--- src/rtl/lb_soc_pkg.sv ---
// lb_soc_pkg: definitions shared by the PicoBlaze SoC reset-request
// peripheral and the logic around it.
//   - register address constants (port_id low bits)
//   - unlock key bytes
//   - request state machine encoding
//   - STATUS bit indices and the packed STATUS layout
package lb_soc_pkg;

  // Register map
  localparam logic [1:0] ADDR_KEY    = 2'd0;
  localparam logic [1:0] ADDR_CTRL   = 2'd1;
  localparam logic [1:0] ADDR_KICK   = 2'd2;
  localparam logic [1:0] ADDR_STATUS = 2'd3;

  // Two-byte unlock sequence: arm first, then fire
  localparam logic [7:0] KEY_ARM  = 8'hA5;
  localparam logic [7:0] KEY_FIRE = 8'h5A;

  // Request state machine
  typedef enum logic [1:0] {
    ST_IDLE  = 2'd0,
    ST_ARMED = 2'd1,
    ST_PULSE = 2'd2
  } req_state_t;

  // STATUS bit indices
  localparam int STAT_ARMED     = 0;
  localparam int STAT_PULSE     = 1;
  localparam int STAT_CAUSE_WDT = 2;
  localparam int STAT_CAUSE_SW  = 3;

  // STATUS register image. armed/pulse_active are a direct view of the
  // request state machine, so this struct doubles as its debug window.
  typedef struct packed {
    logic [3:0] rsvd;
    logic       cause_sw;
    logic       cause_wdt;
    logic       pulse_active;
    logic       armed;
  } status_t;

endpackage

--- src/rtl/lb_down_counter.sv ---
// lb_down_counter: loadable down counter that parks at zero.
// Ports:
//   clk, resetb : clock, asynchronous active-low reset (count -> 0)
//   clr         : force count to 0 (highest priority)
//   load        : load load_val (beats en)
//   load_val    : value loaded when load is high
//   en          : decrement by one per cycle while count is non-zero
//   zero        : count == 0
module lb_down_counter #(
  parameter int W = 8
) (
  input  logic         clk,
  input  logic         resetb,
  input  logic         clr,
  input  logic         load,
  input  logic [W-1:0] load_val,
  input  logic         en,
  output logic         zero
);

  logic [W-1:0] count;

  always_ff @(posedge clk or negedge resetb) begin
    if (!resetb) begin
      count <= '0;
    end else if (clr) begin
      count <= '0;
    end else if (load) begin
      count <= load_val;
    end else if (en && (count != '0)) begin
      count <= count - 1'b1;
    end
  end

  assign zero = (count == '0);

endmodule

--- src/rtl/lb_reset_requester.sv ---
// lb_reset_requester: firmware-initiated system reset request.
// Firmware requests a reset either with the two-byte key A5 then 5A on
// KEY, or by letting the watchdog expire. The result is a registered,
// active-low, RST_LEN-cycle pulse on reset_req_b. Sticky cause flags
// live on resetb (button/power-on only), so they survive the system
// reset this block causes.
// Ports:
//   clk          : system clock
//   resetb       : asynchronous active-low reset (button/power-on)
//   cs           : block select
//   write_strobe : PicoBlaze write strobe (one cycle)
//   addr         : register select (0 KEY, 1 CTRL, 2 KICK, 3 STATUS)
//   data_in      : write data
//   data_out     : STATUS when cs && addr==3, else 0 (combinational)
//   reset_req_b  : active-low reset request, registered
// Bus protocol: a write is accepted in any cycle where cs & write_strobe
// is high, with addr/data_in valid in that same cycle. There is no
// back-pressure; the block always accepts. Reads are combinational.
module lb_reset_requester
  import lb_soc_pkg::*;
#(
  parameter int RST_LEN    = 16,
  parameter int ARM_WINDOW = 256,
  parameter int WDT_W      = 24
) (
  input  logic       clk,
  input  logic       resetb,
  input  logic       cs,
  input  logic       write_strobe,
  input  logic [1:0] addr,
  input  logic [7:0] data_in,
  output logic [7:0] data_out,
  output logic       reset_req_b
);

  localparam int WIN_W = $clog2(ARM_WINDOW + 1);
  localparam int LEN_W = $clog2(RST_LEN + 1);
  localparam logic [WIN_W-1:0] WIN_LOAD = WIN_W'(ARM_WINDOW - 1);
  localparam logic [LEN_W-1:0] LEN_LOAD = LEN_W'(RST_LEN - 1);
  localparam logic [WDT_W-1:0] WDT_LOAD = {WDT_W{1'b1}};

  req_state_t state, state_next;

  logic    wr;
  logic    in_pulse;
  logic    key_wr, ctrl_wr, kick_wr, status_wr;
  logic    key_fire, wdt_expire, enter_pulse;
  logic    wdt_en, wdt_load, wdt_stop, wdt_clr, wdt_zero;
  logic    win_load, win_en, win_zero;
  logic    len_load, len_en, len_zero;
  logic    armed, pulse_active;
  logic    cause_sw, cause_wdt;
  status_t status;

  // ---------------------------------------------------------------
  // Write decode. While a pulse is running, only STATUS clears are
  // honoured.
  // ---------------------------------------------------------------
  assign wr        = cs & write_strobe;
  assign in_pulse  = (state == ST_PULSE);
  assign key_wr    = wr & (addr == ADDR_KEY)  & ~in_pulse;
  assign ctrl_wr   = wr & (addr == ADDR_CTRL) & ~in_pulse;
  assign kick_wr   = wr & (addr == ADDR_KICK) & ~in_pulse;
  assign status_wr = wr & (addr == ADDR_STATUS);

  // ---------------------------------------------------------------
  // Request events
  // ---------------------------------------------------------------
  assign key_fire = (state == ST_ARMED) & key_wr & (data_in == KEY_FIRE);

  // A kick or a disable landing in the expiry cycle takes precedence.
  assign wdt_stop   = ctrl_wr & ~data_in[0];
  assign wdt_expire = wdt_en & wdt_zero & ~in_pulse & ~kick_wr & ~wdt_stop;

  assign enter_pulse = key_fire | wdt_expire;

  // ---------------------------------------------------------------
  // FSM: state register
  // ---------------------------------------------------------------
  always_ff @(posedge clk or negedge resetb) begin
    if (!resetb) begin
      state <= ST_IDLE;
    end else begin
      state <= state_next;
    end
  end

  // ---------------------------------------------------------------
  // FSM: next state
  // ---------------------------------------------------------------
  always_comb begin
    state_next = state;
    case (state)
      ST_IDLE: begin
        if (enter_pulse) begin
          state_next = ST_PULSE;
        end else if (key_wr && (data_in == KEY_ARM)) begin
          state_next = ST_ARMED;
        end
      end
      ST_ARMED: begin
        if (enter_pulse) begin
          state_next = ST_PULSE;
        end else if (key_wr) begin
          state_next = ST_IDLE;  // wrong second byte
        end else if (win_zero) begin
          state_next = ST_IDLE;  // window closed
        end
      end
      ST_PULSE: begin
        if (len_zero) begin
          state_next = ST_IDLE;
        end
      end
      default: state_next = ST_IDLE;
    endcase
  end

  // ---------------------------------------------------------------
  // FSM: outputs (counter controls and STATUS state bits)
  // ---------------------------------------------------------------
  always_comb begin
    armed        = 1'b0;
    pulse_active = 1'b0;
    win_load     = 1'b0;
    win_en       = 1'b0;
    len_load     = enter_pulse;
    len_en       = 1'b0;
    case (state)
      ST_IDLE: begin
        win_load = key_wr & (data_in == KEY_ARM) & ~enter_pulse;
      end
      ST_ARMED: begin
        armed  = 1'b1;
        win_en = 1'b1;
      end
      ST_PULSE: begin
        pulse_active = 1'b1;
        len_en       = 1'b1;
      end
      default: ;
    endcase
  end

  // ---------------------------------------------------------------
  // Counters
  // ---------------------------------------------------------------
  lb_down_counter #(.W(WIN_W)) u_win_cnt (
    .clk      (clk),
    .resetb   (resetb),
    .clr      (1'b0),
    .load     (win_load),
    .load_val (WIN_LOAD),
    .en       (win_en),
    .zero     (win_zero)
  );

  lb_down_counter #(.W(LEN_W)) u_len_cnt (
    .clk      (clk),
    .resetb   (resetb),
    .clr      (1'b0),
    .load     (len_load),
    .load_val (LEN_LOAD),
    .en       (len_en),
    .zero     (len_zero)
  );

  // Reload only on an enable edge (0->1) or a kick while enabled.
  assign wdt_load = (ctrl_wr & data_in[0] & ~wdt_en) | (kick_wr & wdt_en);
  // Entering a pulse drops the watchdog; firmware re-arms after reset.
  assign wdt_clr  = wdt_stop | enter_pulse;

  lb_down_counter #(.W(WDT_W)) u_wdt_cnt (
    .clk      (clk),
    .resetb   (resetb),
    .clr      (wdt_clr),
    .load     (wdt_load),
    .load_val (WDT_LOAD),
    .en       (wdt_en & ~in_pulse),
    .zero     (wdt_zero)
  );

  always_ff @(posedge clk or negedge resetb) begin
    if (!resetb) begin
      wdt_en <= 1'b0;
    end else if (enter_pulse) begin
      wdt_en <= 1'b0;
    end else if (ctrl_wr) begin
      wdt_en <= data_in[0];
    end
  end

  // ---------------------------------------------------------------
  // Sticky cause flags: write-1-to-clear, a same-cycle set wins.
  // ---------------------------------------------------------------
  always_ff @(posedge clk or negedge resetb) begin
    if (!resetb) begin
      cause_sw  <= 1'b0;
      cause_wdt <= 1'b0;
    end else begin
      cause_sw  <= (cause_sw  & ~(status_wr & data_in[STAT_CAUSE_SW]))  | key_fire;
      cause_wdt <= (cause_wdt & ~(status_wr & data_in[STAT_CAUSE_WDT])) | wdt_expire;
    end
  end

  // ---------------------------------------------------------------
  // Request output: registered copy of "next state is PULSE", so it
  // falls on the same edge that enters PULSE and lasts RST_LEN cycles.
  // ---------------------------------------------------------------
  always_ff @(posedge clk or negedge resetb) begin
    if (!resetb) begin
      reset_req_b <= 1'b1;
    end else begin
      reset_req_b <= (state_next != ST_PULSE);
    end
  end

  // ---------------------------------------------------------------
  // STATUS read
  // ---------------------------------------------------------------
  always_comb begin
    status              = '0;
    status.armed        = armed;
    status.pulse_active = pulse_active;
    status.cause_wdt    = cause_wdt;
    status.cause_sw     = cause_sw;
  end

  assign data_out = (cs && (addr == ADDR_STATUS)) ? status : 8'h00;

endmodule

--- config.mk ---
export PLATFORM = sky130hd
export DESIGN_NAME = lb_reset_requester
export DESIGN_NICKNAME = d
export VERILOG_FILES = /design/src/rtl/lb_soc_pkg.sv /design/src/rtl/lb_down_counter.sv /design/src/rtl/lb_reset_requester.sv
export SDC_FILE = /design/constraint.sdc
export NUM_CORES = 1
export LEC_CHECK = 0
export CAP_MARGIN = 20
export CORE_ASPECT_RATIO = 1.1
export CORE_MARGIN = 2
export CORE_UTILIZATION = 45
export CTS_CLUSTER_DIAMETER = 40
export DETAILED_ROUTE_END_ITERATION = 12
export PLACE_DENSITY_LB_ADDON = 0.1
export SYNTH_ARGS = -nofsm -noshare
export SYNTH_HDL_FRONTEND = slang
export SYNTH_SLANG_ARGS = --single-unit
--- constraint.sdc ---
create_clock -name clk -period 6.1 [get_ports clk]
set_input_delay 1.83 -clock clk [delete_from_list [all_inputs] [get_ports clk]]
set_output_delay 1.83 -clock clk [all_outputs]
set_load 0.01 [all_outputs]
# After elaboration in Yosys (flattened, before gate mapping)

Index checks and enable logic that the tools add are counted.

Register bits: 44
Bits in latches: 0
Memory bits (writable): 0
Memory bits (read-only): 0
Input port bits: 14
Output and inout port bits: 9
Word-level logic and storage cells: 94
Memories kept: 0

Add/sub/neg operators: 3
Multiply operators: 0
Divide/modulo/power cells: 0
Magnitude comparators: 0
Eq/ne operators: 8
Shift-type cells: 0
Multiplexer cells: 20
Bitwise gates (word level): 38
Reduce and logical (&&, ||, !) cells: 17

Operators with widths:

| cell                    | number |
|---|---|
| $mux W24                | 3 |
| $and A1 B1 Y1           | 25 |
| $logic_not A24 Y1       | 1 |
| $reduce_bool A24 Y1     | 1 |
| $sub A24 B1 Y24 const B | 1 |
| $mux W9                 | 2 |
| $mux W2                 | 6 |
| $mux W5                 | 2 |
| $logic_not A9 Y1        | 1 |
| $reduce_bool A9 Y1      | 1 |
| $sub A9 B1 Y9 const B   | 1 |
| $eq A8 B7 Y1 const B    | 1 |
| $eq A8 B8 Y1 const B    | 1 |
| $not A1 Y1              | 8 |
| $eq A2 B2 Y1 const B    | 3 |
| $pmux W2 S3             | 1 |
| $reduce_bool A2 Y1      | 3 |
| $logic_and A1 B1 Y1     | 5 |
| $logic_not A5 Y1        | 1 |
| $mux W1                 | 5 |
| $or A1 B1 Y1            | 5 |
| $reduce_bool A5 Y1      | 1 |
| $sub A5 B1 Y5 const B   | 1 |
| $eq A2 B1 Y1 const B    | 2 |
| 4 further kinds         | 5 |

# Longest topological paths before layout

Gate-level depths: netlist of the first run.

Word-level depth: 11
Gate-level depth with buffers: 9
Mapped depth without buffers: 8

# Hierarchy

From an unflattened synthesis of the first run, not the netlist that was laid out.

Cell total of the unflattened synthesis: 326
Area total of the unflattened synthesis: 3,035.4 um^2

By module, submodules not included:

| module                       | instances | cells each | area each (um^2) | sequential area each (um^2) |
|---|---|---|---|---|
| lb_down_counter at u_wdt_cnt | 1         | 173        | 1,554.0          | 600.6 |
| lb_down_counter at u_win_cnt | 1         | 63         | 644.4            | 225.2 |
| lb_reset_requester           | 1         | 55         | 485.5            | 151.4 |
| lb_down_counter at u_len_cnt | 1         | 35         | 351.6            | 125.1 |

# Worst setup path after synthesis of the first run

No wires, ideal clock.

Path type: input -> output
Start point: in addr[1]
End point: out data_out[0]
Arrival: 2.388 ns
Data required time: 4.270 ns
Setup slack: 1.882 ns
Stages: 3
Path buffers: 1
Cell sequence: clkbuf_1 > nand3_1 > nor2_1

Word-level cells in the longest chain between the ends: 3

RTL lines:

| what                | line                      | RTL |
|---|---|---|
| start: declaration  | lb_reset_requester.sv:30  | `input logic [1:0] addr,` |
| $eq A2 B2 Y1        | lb_reset_requester.sv:229 | `assign data_out = (cs && (addr == ADDR_STATUS)) ? status : 8'h00;` |
| $logic_and A1 B1 Y1 | lb_reset_requester.sv:229 |  |
| $mux W4             | lb_reset_requester.sv:229 |  |
| end: declaration    | lb_reset_requester.sv:32  | `output logic [7:0] data_out,` |

Every way passes these cells.

# Final worst setup path of the first run

Ends and elaborated chain as after synthesis.

==> results of run 1 <==
where the power goes:
part	switching, mW	internal (mW)
logic	0.294	0.235
clock network	0.103	0.121
registers	0.102	0.390
total	0.499	0.747
path summary, 6_finish.rpt:
| kind | start | to | slack (ns) | depth (start not counted) |
|---|---|---|---|---|
| max | addr[1] | data_out[0] | 0.98 | 4 |
| min reg2reg | cause_wdt$_DFF_PN0_ | cause_wdt$_DFF_PN0_ | 0.48 | 2 |
| min | cause_wdt$_DFF_PN0_ | cause_wdt$_DFF_PN0_ | 0.48 | 2 |
| min in group asynchronous | resetb | u_wdt_cnt.count[3]$_DFFE_PN0P_ | 1.46 | 1 |
| max in group asynchronous | resetb | u_win_cnt.count[3]$_DFFE_PN0P_ | 4.14 | 2 |
| max reg2reg | u_wdt_cnt.count[12]$_DFFE_PN0P_ | u_wdt_cnt.count[22]$_DFFE_PN0P_ | 2.94 | 6 |
flip-flops by register name, indices dropped and copies added, names as in the netlist:
| name | flops |
|---|---|
| reset_req_b | 1 |
| wdt_en | 1 |
| cause_wdt | 1 |
| cause_sw | 1 |
| u_wdt_cnt.count | 24 |
| state | 2 |
| u_win_cnt.count | 9 |
| u_len_cnt.count | 5 |
metal layers:
layer,up-vias,part of all wire (%),routed length [um]
met5,-,0,0
met1,1025,48,2800
met2,57,45,2630
met3,12,4.4,258
li1,1097,-,-
met4,0,2.4,140
critical path: cells and delay by family:
kind / cells / cell delay, ns
buffers and inverters: 2 / 1.15
and+or+nand+nor: 2 / 0.30
layout by cell type (no fill, tap or decap), types with 4 or more instances in the layout:
cell type        count
conb_1               4
nor3_1              13
o21ai_0             16
xor2_1               6
xnor2_1              8
ha_1                 5
nand3_1             16
dfrtp_1             43
inv_1               14
or3_1                9
a21oi_1              7
clkbuf_8             5
nand4_1              5
a211o_1              7
a221o_1              7
clkdlybuf4s50_1     17
nor2_1              18
nor4_1               8
nand2_1             38
cell type report:
cell class	count	area share, %
Clock buffer	5	2.28
Clock inverter	3	1.41
Inverter	14	1.74
Multi-Input combinational cell	223	47.7
Sequential cell	44	36.5
Tap cell	77	3.19
Timing Repair Buffer	22	7.20
cell usage after synthesis, types with 5 or more instances:
master | n | area, sq um
a211o_1 | 7 | 61.3
a21oi_1 | 7 | 35.0
a221o_1 | 7 | 70.1
dfrtp_1 | 43 | 1080
ha_1 | 5 | 62.6
inv_1 | 14 | 52.6
nand2_1 | 38 | 143
nand3_1 | 16 | 80.1
nand4_1 | 5 | 31.3
nor2_1 | 18 | 67.6
nor3_1 | 13 | 65.1
nor4_1 | 8 | 50.1
o21ai_0 | 16 | 80.1
or3_1 | 9 | 56.3
xnor2_1 | 8 | 70.1
xor2_1 | 6 | 52.6
through the flow:
| stage | util, % | area (sq um) | total power, mW | setup WS [ns] | std cells |
|---|---|---|---|---|---|
| 5_1_grt | 52.4 | 3020 | 1.36 | 0.822 | 388 |
| 4_1_cts | 52.0 | 3000 | 1.25 | 0.991 | 387 |
| 3_3_place_gp | 50.1 | 2890 | 1.02 | 1.01 | 379 |
| 6_report | 52.4 | 3020 | 1.25 | 0.982 | 388 |
| 2_1_floorplan | - | 2710 | 0.925 | 1.88 | 296 |
| 3_5_place_dp | 50.1 | 2890 | 1.02 | 1.01 | 379 |
cells by family after synthesis:
family | Yosys count
adder cells (fa/ha/maj) | 5
buffers and inverters | 29
AO/OA/AOI/OAI | 68
multiplexers | 2
AND/OR/NAND/NOR | 130
XOR/XNOR | 14
other | 1
flip-flops | 44
==> summary.txt, run 1 <==
Synth
  • Ys Warns: 0
  • Post-Synth XOR/XNOR Area: 4.54%
  • Top FF cell, synth: dfrtp_1
  • Mapped Cells: 293
  • Post-synth EDFFs: 0
  • Main combinational cell family by area after synthesis: simple AND/OR/NAND/NOR gates
  • Mux contribution to synthesized area: 0.741%
  • Avg Cell Area, Syn: 9.22 sq um
  • Yosys cell types: 58
  • Yosys reg bits: 44
  • Simple-gate share of the synthesized area: 24.9%
  • Synth Area in Adders: 2.32%
  • Synth Area in Compound Gates: 20.3%
  • Post-synthesis sequential area ratio: 40.8%
  • Post-Syn Area: 0.00270 sq mm
  • Async SR Flop Fraction: 100%

Critical path
  • Startpoint types: input port
  • Most used cell along the critical path: clkdlybuf4s50_1
  • Slowest-stage cell, CP: clkdlybuf4s50_1
  • CP cell instances: clkdlybuf4s50_1 -> nand3_1 -> nor2_1 -> clkdlybuf4s50_1
  • Worst path max stage delay: 0.61 ns
  • Critical path data required time: 4.27 ns
  • Worst-path maximum fanout: 7
  • Crit. End Element: output port
  • Worst Setup Path Type: input port to output port
  • Arrival @ worst endpoint: 3.29 ns

Placement
  • Port buffer count: 18
  • Final GP Congestion: 0.807
  • Post-detail-place hpwl: 4.02 mm

GRT
  • GRT Total Usage: 19.5%
  • First-pass GRT wire length: 10.3 mm
  • Initial antenna violation count: 0
  • GR Overflow Total: 0
  • Met2 usage: 30.4%
  • M1 GR Usage: 26.9%
  • Number of global-route vias before repair: 2129
  • Largest net degree at the start of global routing: 45
  • Most Crowded Layer GR: met2
  • GRT met3 Usage: 3.72%

Die
  • Chip Height: 85.2 um
  • Io pins: 23
  • Die area: 0.00664 sq mm
  • Die width: 77.9 um
  • Initial Util: 46.8%
  • Row count: 29
  • Core Region: 0.00577 sq mm

CTS
  • CTS sink cnt: 44
  • Post-cts resize count: 0
  • Clock slew at reported path FFs: 0.08 ns
  • Inserted Clock Buffers: 5
  • Postcts setup bufs: 0
  • Max Buffers Root-to-Sink: 2
  • Cts hold-fix bufs: 0
  • Root Buffer: clkbuf_8
  • Clk_lat worst skew: 0.30 ns
  • H-tree levels: 2
  • CTS tree: yes

Timing
  • Setup Skew: 0.00852 ns
  • Worst Max-Slew Pin Slew: 0.721 ns
  • Setup TNS: 0 ns
  • Hold slack final: 0.480 ns
  • # setup viols final: 0
  • Final period util: 83.9%
  • RSZ-0062 raised after global routing: false
  • Final Max Tran Viols: 0
  • Final hold viol count: 0
  • Slew HR: 51.6%
  • Fmax: 195 MHz
  • Min cycle time layout: 5.12 ns

Layout
  • FF+latch area: 0.00110 sq mm
  • Fraction of layout cells with a size suffix above 1: 8.36%
  • Fillers: 534
  • Footprint of the multi-input gates: 0.00144 sq mm
  • Nets: 329
  • Layout overhead on the synthesized area: 11.9%
  • # diodes: 0

Run status
  • Status: finished clean

Route
  • Vias/cell: 5.65
  • Final routed DRC violation total: 0
  • WL/cell: 15.0 um
  • ANT nets after route: 0
  • DR iter-0 viols: 72
  • Via Count: 2191
  • Final wirelength: 5.83 mm
  • Drt pass-1 iters: 4

Pwr
  • LEAKAGE: 1.30 nW
  • Peak VDD IR: 0.243 mV
  • PD cells: 412 mW/mm^2

Flow run
  • Max Cap Viol: 0

Worst hold path
  • Worst hold path type: flip-flop to flip-flop
Power figures use the tool's default switching activity.
==> run 2, diff against run 1 <==
==> constraint.sdc (replaced) <==
create_clock -name clk -period 4.4 [get_ports clk]
set_input_delay 1.32 -clock clk [delete_from_list [all_inputs] [get_ports clk]]
set_output_delay 1.32 -clock clk [all_outputs]
set_load 0.01 [all_outputs]
==> run 2 against run 1 <==
Against the previous run: via count rose by 3.3%; critical path depth did not move; setup slack got worse by 0.69 ns; sequential power rose by 39%; non-clock buffer count rose by 3; combinational power rose by 42%; design area barely moved; clock power rose by 20%; largest cell class unchanged; cell count rose by 0.77%; clock skew fell by 0.0038 ns.
==> summary.txt, run 2 (synthesis gave the netlist of run 1 again) <==
GRT
  • Initial antenna violation count: 0
  • GRT met3 Usage: 3.19%
  • Met2 usage: 34.2%
  • First-pass GRT wire length: 10.7 mm
  • GRT Total Usage: 20.2%
  • Largest net degree at the start of global routing: 45
  • Most Crowded Layer GR: met2
  • M1 GR Usage: 26.5%
  • GR Overflow Total: 0
  • Number of global-route vias before repair: 2252

Timing
  • Fmax: 243 MHz
  • Setup Skew: 0.00475 ns
  • Final Max Tran Viols: 0
  • RSZ-0062 raised after global routing: false
  • Min cycle time layout: 4.11 ns
  • # setup viols final: 0
  • Final hold viol count: 0
  • Setup TNS: 0 ns
  • Slew HR: 55.3%
  • Final period util: 93.3%
  • Worst Max-Slew Pin Slew: 0.666 ns

Critical path
  • FF-to-FF path depth: 6
  • Worst Setup Path Type: input port to output port
  • CP delay by family, top: buffers and inverters
  • Most used cell along the critical path: clkdlybuf4s50_1
  • CP bufs+invs: 2
  • CP Depth: 4
  • Worst-path maximum fanout: 7
  • Crit. End Element: output port
  • CP cell instances: clkdlybuf4s50_1 -> nand3_1 -> nor2_1 -> clkdlybuf4s50_1
  • Slowest-stage cell, CP: clkdlybuf4s50_1
  • Worst path max stage delay: 0.60 ns
  • Startpoint types: input port
  • Arrival @ worst endpoint: 2.79 ns
  • Critical path data required time: 3.08 ns

Route
  • WL/cell: 15.9 um
  • Final wirelength: 6.22 mm
  • ANT nets after route: 0
  • DR iter-0 viols: 168
  • Final routed DRC violation total: 0
  • Via Count: 2263
  • Drt pass-1 iters: 4
  • Vias/cell: 5.79

Placement
  • Final GP Congestion: 0.808
  • Port buffer count: 18
  • Post-detail-place hpwl: 4.20 mm

Layout
  • Nets: 332
  • FF+latch area: 0.00110 sq mm
  • Most frequent cells in the layout: dfrtp_1, nand2_1, nor2_1, clkdlybuf4s50_1
  • Fillers: 560
  • Layout overhead on the synthesized area: 12.0%
  • Most common cell after layout, fill and taps aside: dfrtp_1
  • Largest registers: u_wdt_cnt.count x24, u_win_cnt.count x9, u_len_cnt.count x5
  • Footprint of the multi-input gates: 0.00144 sq mm
  • Biggest register: u_wdt_cnt.count
  • Largest register FFs: 24
  • Final core occ: 52.4%
  • # diodes: 0
  • Fraction of layout cells with a size suffix above 1: 8.60%

Run status
  • Status: finished clean

CTS
  • Root Buffer: clkbuf_8
  • Cts hold-fix bufs: 0
  • Post-cts resize count: 0
  • Clk_lat worst skew: 0.30 ns
  • H-tree levels: 2
  • Clock slew at reported path FFs: 0.08 ns
  • Inserted Clock Buffers: 5
  • Postcts setup bufs: 0
  • CTS sink cnt: 44
  • Max Buffers Root-to-Sink: 2
  • CTS tree: yes

Pwr
  • Net Sw Power: 0.706 mW
  • LEAKAGE: 1.30 nW
  • Seq pwr share: 40.1%
  • Peak VDD IR: 0.300 mV
  • Clock power frac: 15.8%
  • Power Internal: 0.999 mW
  • Comb pwr share: 44.1%
  • PD cells: 564 mW/mm^2
  • Sw Ratio: 41.4%

Worst hold path
  • Worst hold path type: flip-flop to flip-flop
  • Hold Crit Depth: 2

Die
  • Die area: 0.00664 sq mm
  • Core Region: 0.00577 sq mm
  • Chip Height: 85.2 um
  • Initial Util: 46.8%
  • Row count: 29
  • Die width: 77.9 um
  • Io pins: 23

Flow run
  • Max Cap Viol: 0
==> run 2: changes by cell type in the layout (fill, tap and decap cells not counted) <==
cell	before	now
buf_4	3	6
bufinv_16	1	0
clkbuf_1	0	2
clkbuf_8	5	6
clkinv_2	1	0
clkinvlp_4	1	0
==> run 2: routing by layer <==
layer	share of wire, %	vias up	routed length, um
li1	-	1115	-
met1	49	1091	3030
met2	47	49	2910
met3	3.1	8	195
met4	1.5	0	91
met5	0	-	0
==> run 2: cell type report <==
class / count / area share, %
clock buffers: 8 / 2.98
multi-input cells: 223 / 47.7
inverters: 14 / 1.74
repair buffers: 25 / 7.95
well taps: 77 / 3.19
flip-flops and latches: 44 / 36.5
==> run 2: tightest hold or removal path: cells and delay by family (launching register included) <==
| kind | cells | cell delay, ns |
|---|---|---|
| AND/OR/NAND/NOR | 2 | 0.10 |
| flip-flops | 1 | 0.36 |
==> run 2: worst paths after layout <==
path / endpoint / startpoint / slack, ns
worst max register to register: u_wdt_cnt.count[10]$_DFFE_PN0P_ / u_wdt_cnt.count[12]$_DFFE_PN0P_ / 1.17
max in group asynchronous: u_wdt_cnt.count[19]$_DFFE_PN0P_ / resetb / 2.93
min in group asynchronous: u_wdt_cnt.count[1]$_DFFE_PN0P_ / resetb / 0.97
worst max-delay path: data_out[0] / addr[1] / 0.29
worst min register to register: cause_wdt$_DFF_PN0_ / cause_wdt$_DFF_PN0_ / 0.50
worst min-delay path: cause_wdt$_DFF_PN0_ / cause_wdt$_DFF_PN0_ / 0.50
==> run 2: power groups by stage <==
stage / sequential (mW) / clock [mW] / combinational, mW
after floorplan: 0.648 / 0 / 0.634
after global placement: 0.684 / 0 / 0.737
after detailed placement: 0.683 / 0 / 0.753
after CTS: 0.678 / 0.276 / 0.753
after global routing: 0.704 / 0.293 / 0.845
final: 0.683 / 0.269 / 0.752
==> run 2: per-stage QoR <==
| stage | worst slack [ns] | cells | instance area, sq um | hold WS [ns] | power, mW |
|---|---|---|---|---|---|
| after floorplan | 1.20 | 296 | 2710 | 0.444 | 1.28 |
| after global placement | 0.323 | 382 | 2910 | 0.464 | 1.42 |
| final | 0.293 | 391 | 3020 | 0.495 | 1.70 |
| after global routing | 0.202 | 391 | 3020 | 0.539 | 1.84 |
| after detailed placement | 0.297 | 382 | 2910 | 0.474 | 1.44 |
| after CTS | 0.284 | 390 | 3000 | 0.499 | 1.71 |
==> run 3, diff against run 2 <==
--- a/config.mk
+++ b/config.mk
@@ -11,7 +11,9 @@
 export CORE_UTILIZATION = 45
 export CTS_CLUSTER_DIAMETER = 40
 export DETAILED_ROUTE_END_ITERATION = 12
+export DONT_BUFFER_PORTS = 1
 export PLACE_DENSITY_LB_ADDON = 0.1
+export RECOVER_POWER = 100
 export SYNTH_ARGS = -nofsm -noshare
 export SYNTH_HDL_FRONTEND = slang
 export SYNTH_SLANG_ARGS = --single-unit
==> run 3 against run 2 <==
Against the previous run: non-clock buffer count down 22; combinational power down 7.4%; utilization down 3.3 points; setup slack better by 0.68 ns; fmax up 20%; sequential cell count unchanged; largest power group unchanged.
==> summary.txt, run 3 (synthesis gave the netlist of run 1 again) <==
Run status
  • Status: finished clean

Layout
  • Biggest register: u_wdt_cnt.count
  • Largest registers: u_wdt_cnt.count x24, u_win_cnt.count x9, u_len_cnt.count x5
  • Final core occ: 49.1%
  • Nets: 310
  • # diodes: 0
  • Largest register FFs: 24
  • Most common cell after layout, fill and taps aside: dfrtp_1
  • Fillers: 553
  • Finished Layout Cells: 369
  • Layout overhead on the synthesized area: 4.96%
  • Fraction of layout cells with a size suffix above 1: 6.85%
  • Most frequent cells in the layout: dfrtp_1, nand2_1, nor2_1, nand3_1, o21ai_0

Timing
  • Final hold viol count: 0
  • RSZ-0062 raised after global routing: false
  • Fmax: 292 MHz
  • Slew HR: 50.7%
  • # setup viols final: 0
  • Worst Max-Slew Pin Slew: 0.734 ns
  • Final Max Tran Viols: 0
  • Min cycle time layout: 3.43 ns
  • Setup TNS: 0 ns
  • Final period util: 77.9%
  • Setup Skew: 0.0125 ns

Critical path
  • CP delay by family, top: simple AND/OR/NAND/NOR gates
  • Most used cell along the critical path: or4_1
  • Arrival @ worst endpoint: 3.67 ns
  • Worst Setup SP: u_wdt_cnt.count[12]$_DFFE_PN0P_
  • Crit. End Element: flip-flop
  • Startpoint types: flip-flop
  • Worst Setup Path Type: flip-flop to flip-flop
  • Slowest-stage cell, CP: or4_1
  • CP bufs+invs: 0
  • Worst-path maximum fanout: 13
  • CP cell instances: or4_1 -> or4_1 -> o311a_1 -> a211oi_4 -> and2_4 -> a221o_1
  • R2R setup slack: 0.97 ns
  • Worst path max stage delay: 0.73 ns
  • Critical path data required time: 4.64 ns
  • Reg2Reg Launch Point: u_wdt_cnt.count[12]$_DFFE_PN0P_

Pwr
  • LEAKAGE: 1.22 nW
  • Net Sw Power: 0.693 mW
  • Seq pwr share: 39.0%
  • Overall Power: 1.75 mW
  • Power Internal: 1.06 mW
  • Clock power frac: 21.3%
  • Comb pwr share: 39.7%
  • Sw Ratio: 39.5%
  • PD cells: 619 mW/mm^2
  • Peak VDD IR: 0.282 mV

CTS
  • Max Buffers Root-to-Sink: 2
  • Inserted Clock Buffers: 5
  • Clk_lat worst skew: 0.31 ns
  • H-tree levels: 2
  • Postcts setup bufs: 0
  • Cts hold-fix bufs: 0
  • Post-cts resize count: 0
  • Root Buffer: clkbuf_8
  • Clock slew at reported path FFs: 0.08 ns
  • CTS tree: yes
  • CTS sink cnt: 44

Die
  • Row count: 29
  • Io pins: 23
  • Die area: 0.00664 sq mm
  • Die width: 77.9 um
  • Initial Util: 46.8%
  • Chip Height: 85.2 um
  • Core Region: 0.00577 sq mm

Route
  • WL/cell: 16.2 um
  • Vias/cell: 5.87
  • Final wirelength: 5.99 mm
  • Drt pass-1 iters: 4
  • DR iter-0 viols: 161
  • Final routed DRC violation total: 0
  • Via Count: 2165
  • ANT nets after route: 0

Worst hold path
  • Hold Startpoint: cause_wdt$_DFF_PN0_
  • Worst hold path type: flip-flop to flip-flop

Placement
  • Port buffer count: 0
  • Placed cells: 361
  • Final GP Congestion: 0.866
  • Post-detail-place hpwl: 4.03 mm

GRT
  • GR Overflow Total: 0
  • Number of global-route vias before repair: 2083
  • Largest net degree at the start of global routing: 45
  • GRT Total Usage: 19.7%
  • Initial antenna violation count: 0
  • First-pass GRT wire length: 10.3 mm

Flow run
  • Max Cap Viol: 0
run 3: changes by cell type in the layout (fill, tap and decap cells not counted), sizes merged:
cell | previous run | this run
clkdlybuf4s50 | 17 | 0
buf | 8 | 3
bufinv | 0 | 2
clkbuf | 8 | 6
run 3: final cells by class:
cell class	count	area, sq um	area share [%]
multi-input cells	223	1430	50.4
inverters	14	52.6	1.85
flip-flops and latches	44	1100	38.9
clock inverters	2	60.1	2.12
repair buffers	3	22.5	0.795
well taps	77	96.3	3.40
clock buffers	6	72.6	2.56
run 3: final timing paths:
kind	to	depth (start not counted)
hold / removal	cause_wdt$_DFF_PN0_	2
min in group asynchronous	u_wdt_cnt.count[20]$_DFFE_PN0P_	0
max in group asynchronous	reset_req_b$_DFF_PN1_	0
setup reg to reg	u_wdt_cnt.count[21]$_DFFE_PN0P_	6
hold reg to reg	cause_wdt$_DFF_PN0_	2
setup / recovery	u_wdt_cnt.count[21]$_DFFE_PN0P_	6
run 3: per-stage QoR:
step / area (sq um) / setup slack [ns] / hold WS, ns
floorplan: 2710 / 1.20 / 0.444
global placement: 2720 / 0.848 / 0.460
detailed placement: 2720 / 0.838 / 0.463
CTS: 2850 / 1.16 / 0.487
global route: 2830 / 0.862 / 0.531
finish: 2830 / 0.973 / 0.485
run 3: power by group through the flow:
stage	clock network, mW	logic (mW)	registers, mW
final	0.374	0.696	0.684
after global routing	0.399	0.786	0.707
after CTS	0.382	0.711	0.684
after detailed placement	0	0.711	0.689
after global placement	0	0.702	0.691
after floorplan	0	0.634	0.648
run 3: layer usage:
metal / wire length [um] / vias to the layer above / track usage [%] / part of all wire (%)
met5: 0 / - / 0 / 0
met2: 2840 / 54 / 31.8 / 47
li1: - / 1067 / - / -
met1: 2850 / 1038 / 26.7 / 48
met3: 245 / 6 / 4.57 / 4.1
met4: 60 / 0 / 4.87 / 1.0
run 3: worst reg2reg max path, cell delays in order (launching register included):
cell      delay [ns]
dfrtp_1         0.46
or4_1           0.60
or4_1           0.73
o311a_1         0.53
a211oi_4        0.51
and2_4          0.36
a221o_1         0.18
==> variant: new RTL, flow settings as in run 2 <==
Register the inputs `cs`, `write_strobe`, `addr` and `data_in` before use, cleared by the reset. The logic sees them one clock later. Comments in the files are not updated.
--- a/src/rtl/lb_reset_requester.sv
+++ b/src/rtl/lb_reset_requester.sv
@@ -41,2 +41,21 @@
 
+  logic cs_q;
+  logic write_strobe_q;
+  logic [1:0] addr_q;
+  logic [7:0] data_q;
+
+  always_ff @(posedge clk or negedge resetb) begin
+    if (!resetb) begin
+      cs_q           <= '0;
+      write_strobe_q <= '0;
+      addr_q         <= '0;
+      data_q         <= '0;
+    end else begin
+      cs_q           <= cs;
+      write_strobe_q <= write_strobe;
+      addr_q         <= addr;
+      data_q         <= data_in;
+    end
+  end
+
   req_state_t state, state_next;
@@ -58,8 +77,8 @@
   // ---------------------------------------------------------------
-  assign wr        = cs & write_strobe;
+  assign wr        = cs_q & write_strobe_q;
   assign in_pulse  = (state == ST_PULSE);
-  assign key_wr    = wr & (addr == ADDR_KEY)  & ~in_pulse;
-  assign ctrl_wr   = wr & (addr == ADDR_CTRL) & ~in_pulse;
-  assign kick_wr   = wr & (addr == ADDR_KICK) & ~in_pulse;
-  assign status_wr = wr & (addr == ADDR_STATUS);
+  assign key_wr    = wr & (addr_q == ADDR_KEY)  & ~in_pulse;
+  assign ctrl_wr   = wr & (addr_q == ADDR_CTRL) & ~in_pulse;
+  assign kick_wr   = wr & (addr_q == ADDR_KICK) & ~in_pulse;
+  assign status_wr = wr & (addr_q == ADDR_STATUS);
 
@@ -68,6 +87,6 @@
   // ---------------------------------------------------------------
-  assign key_fire = (state == ST_ARMED) & key_wr & (data_in == KEY_FIRE);
+  assign key_fire = (state == ST_ARMED) & key_wr & (data_q == KEY_FIRE);
 
   // A kick or a disable landing in the expiry cycle takes precedence.
-  assign wdt_stop   = ctrl_wr & ~data_in[0];
+  assign wdt_stop   = ctrl_wr & ~data_q[0];
   assign wdt_expire = wdt_en & wdt_zero & ~in_pulse & ~kick_wr & ~wdt_stop;
@@ -96,3 +115,3 @@
           state_next = ST_PULSE;
-        end else if (key_wr && (data_in == KEY_ARM)) begin
+        end else if (key_wr && (data_q == KEY_ARM)) begin
           state_next = ST_ARMED;
@@ -130,3 +149,3 @@
       ST_IDLE: begin
-        win_load = key_wr & (data_in == KEY_ARM) & ~enter_pulse;
+        win_load = key_wr & (data_q == KEY_ARM) & ~enter_pulse;
       end
@@ -168,3 +187,3 @@
   // Reload only on an enable edge (0->1) or a kick while enabled.
-  assign wdt_load = (ctrl_wr & data_in[0] & ~wdt_en) | (kick_wr & wdt_en);
+  assign wdt_load = (ctrl_wr & data_q[0] & ~wdt_en) | (kick_wr & wdt_en);
   // Entering a pulse drops the watchdog; firmware re-arms after reset.
@@ -188,3 +207,3 @@
     end else if (ctrl_wr) begin
-      wdt_en <= data_in[0];
+      wdt_en <= data_q[0];
     end
@@ -200,4 +219,4 @@
     end else begin
-      cause_sw  <= (cause_sw  & ~(status_wr & data_in[STAT_CAUSE_SW]))  | key_fire;
-      cause_wdt <= (cause_wdt & ~(status_wr & data_in[STAT_CAUSE_WDT])) | wdt_expire;
+      cause_sw  <= (cause_sw  & ~(status_wr & data_q[STAT_CAUSE_SW]))  | key_fire;
+      cause_wdt <= (cause_wdt & ~(status_wr & data_q[STAT_CAUSE_WDT])) | wdt_expire;
     end
@@ -228,3 +247,3 @@
 
-  assign data_out = (cs && (addr == ADDR_STATUS)) ? status : 8'h00;
+  assign data_out = (cs_q && (addr_q == ADDR_STATUS)) ? status : 8'h00;
 
Function: changed (Yosys sat finds a counterexample within 4 cycles, from zero or initial values and one cycle with resetb low).
==> variant against run 2 <==
  * Area after synthesis up 6.2%
  * Sequential cell count up 12
  * Core utilization down 0.20 points
  * Routed wire length down 7.1%
  * Non-clock buffer count down 4
  * Count of clock-buffer cells in the layout down 1
  * Worst setup slack better by 1.1 ns
  * Design area up 6.3%
Power is not compared: it rests on default switching activity, and its combinational part moved more than twofold at a synthesized area within 25%.
==> variant: results (changes against run 2) <==
| Metric | Value |
|---|---|
| Met3 usage | `2.78% (-0.41 points)` |
| Detail Placement HPWL | `3.99 mm (-5.1%)` |
| Inverter count | `10 (-4)` |
| Met3 WL | `112 um (-43%)` |
| Met2 layer wire length in the routed design | `2.78 mm (-4.3%)` |
| Final non-clock buffer share | `6.46% (-1.5 points)` |
| Data arrival time of the critical path | `1.66 ns (-1.13 ns)` |
| Final cell count without fillers | `382 (-2.3%)` |
| Non-clock buffer instance count of the final layout | `21 (-16%)` |
| Synthesized instance count | `282 (-3.8%)` |
| Post-placement setup slack | `1.71 ns (+1.41 ns)` |
| Area of the multi-input gates | `0.00136 mm2 (-5.7%)` |
| Adder-cell area share of the yosys netlist | `2.62% (+0.30 points)` |
| Hold wc startpoint | `u_win_cnt.count[3]` |
| Clock Latency Late Sink | `0.32 ns (+0.02 ns)` |
| Share of synthesized area spent on multiplexers | `0.742% (about the same)` |
| Average vias per placed instance | `5.70 (-1.6%)` |
| Outcome | `completed` |
| Filler instances | `609 (+8.8%)` |
| Cell types with the largest area share after synthesis | `dfrtp_1 (48%), a31oi_1 (4.1%), o31ai_1 (3.7%)` |
| Maximum number of pins on one net before global-route repair | `47 (+4.4%)` |
| XOR/XNOR share of the synthesized area | `4.28% (-0.26 points)` |
| Placed cell count | `372 (-2.6%)` |
| Standard cell area after detailed placement | `0.00308 mm2 (+5.8%)` |
| Compound-Gate Fraction of Synth Area | `14.5% (-5.8 points)` |
| Global routing usage on met2 | `28.9% (-5.3 points)` |
| Worst hold slack | `0.525 ns (+0.0293 ns)` |
| Number of clock buffer instances in the layout | `7 (-1)` |
| Fraction of area in registers | `43.7% (+7.2 points)` |
| Sequential cell area fraction in the yosys report | `48.9% (+8.1 points)` |
| Number of cells on the worst reg-to-reg path | `5 (-1)` |
| Fraction of final layout cells sized beyond drive strength 1 | `7.95% (-0.65 points)` |
| Wire per inst | `15.1 um (-4.9%)` |
| Number of sinks driven by the clock tree | `56 (+27%)` |
| Wire length of the first global-routing pass | `10.0 mm (-6.7%)` |
| Share of final layout cell area taken by clock buffers and inverters | `3.31% (+0.33 points)` |
| Top cells by count, synth | `dfrtp_1 (55), nand2_1 (25), a31oi_1 (19)` |
| Endpoint with the worst hold slack | `u_win_cnt.count[3]` |
| GRT Resource Usage Total | `18.2% (-2.1 points)` |
| Highest fanout seen on the critical path | `8 (+1)` |
| Tightest slew margin relative to the limit | `30.7% (-25 points)` |
| Metal-1 WL | `2.80 mm (-7.4%)` |
| R2R Path End | `u_wdt_cnt.count[18]` |
| Final weighted congestion in routability-driven placement | `0.757 (-6.3%)` |
| Multi-input comb cells | `207 (-7.2%)` |
| Layout Utilization | `52.2% (-0.20 points)` |
variant: cell types whose count changed in the layout (fill, tap and decap cells not counted), sizes merged, moves of 8 or more:
cell / change
dfrtp: +12
nand2: -13
a31oi: +18
nor3: -8
o31ai: +12
or4: +12
o21ai: -8
variant: worst max-delay path: stages (launching register included):
cell             delay (ns)
dfrtp_1                0.40
nand2b_1               0.26
nor2_1                 0.15
clkdlybuf4s50_1        0.55
variant: worst max path at each step:
stage                        start                   to  slack, ns  cells after the start
2_1_floorplan             state[0]          data_out[1]       2.30                      2
3_3_place_gp              state[0]          data_out[1]       1.76                      3
3_5_place_dp   u_wdt_cnt.count[18]  u_wdt_cnt.count[14]       1.71                      5
4_1_cts                   state[0]          data_out[1]       1.40                      3
5_1_grt                  addr_q[0]          data_out[0]       1.32                      3
6_report                  state[0]          data_out[1]       1.42                      3
variant: power by group:
group / internal (mW) / switching (mW) / leakage (nW)
Combinational: 0.146 / 0.154 / 0.536
Sequential: 0.620 / 0.128 / 0.693
Clock: 0.171 / 0.167 / 0.0524
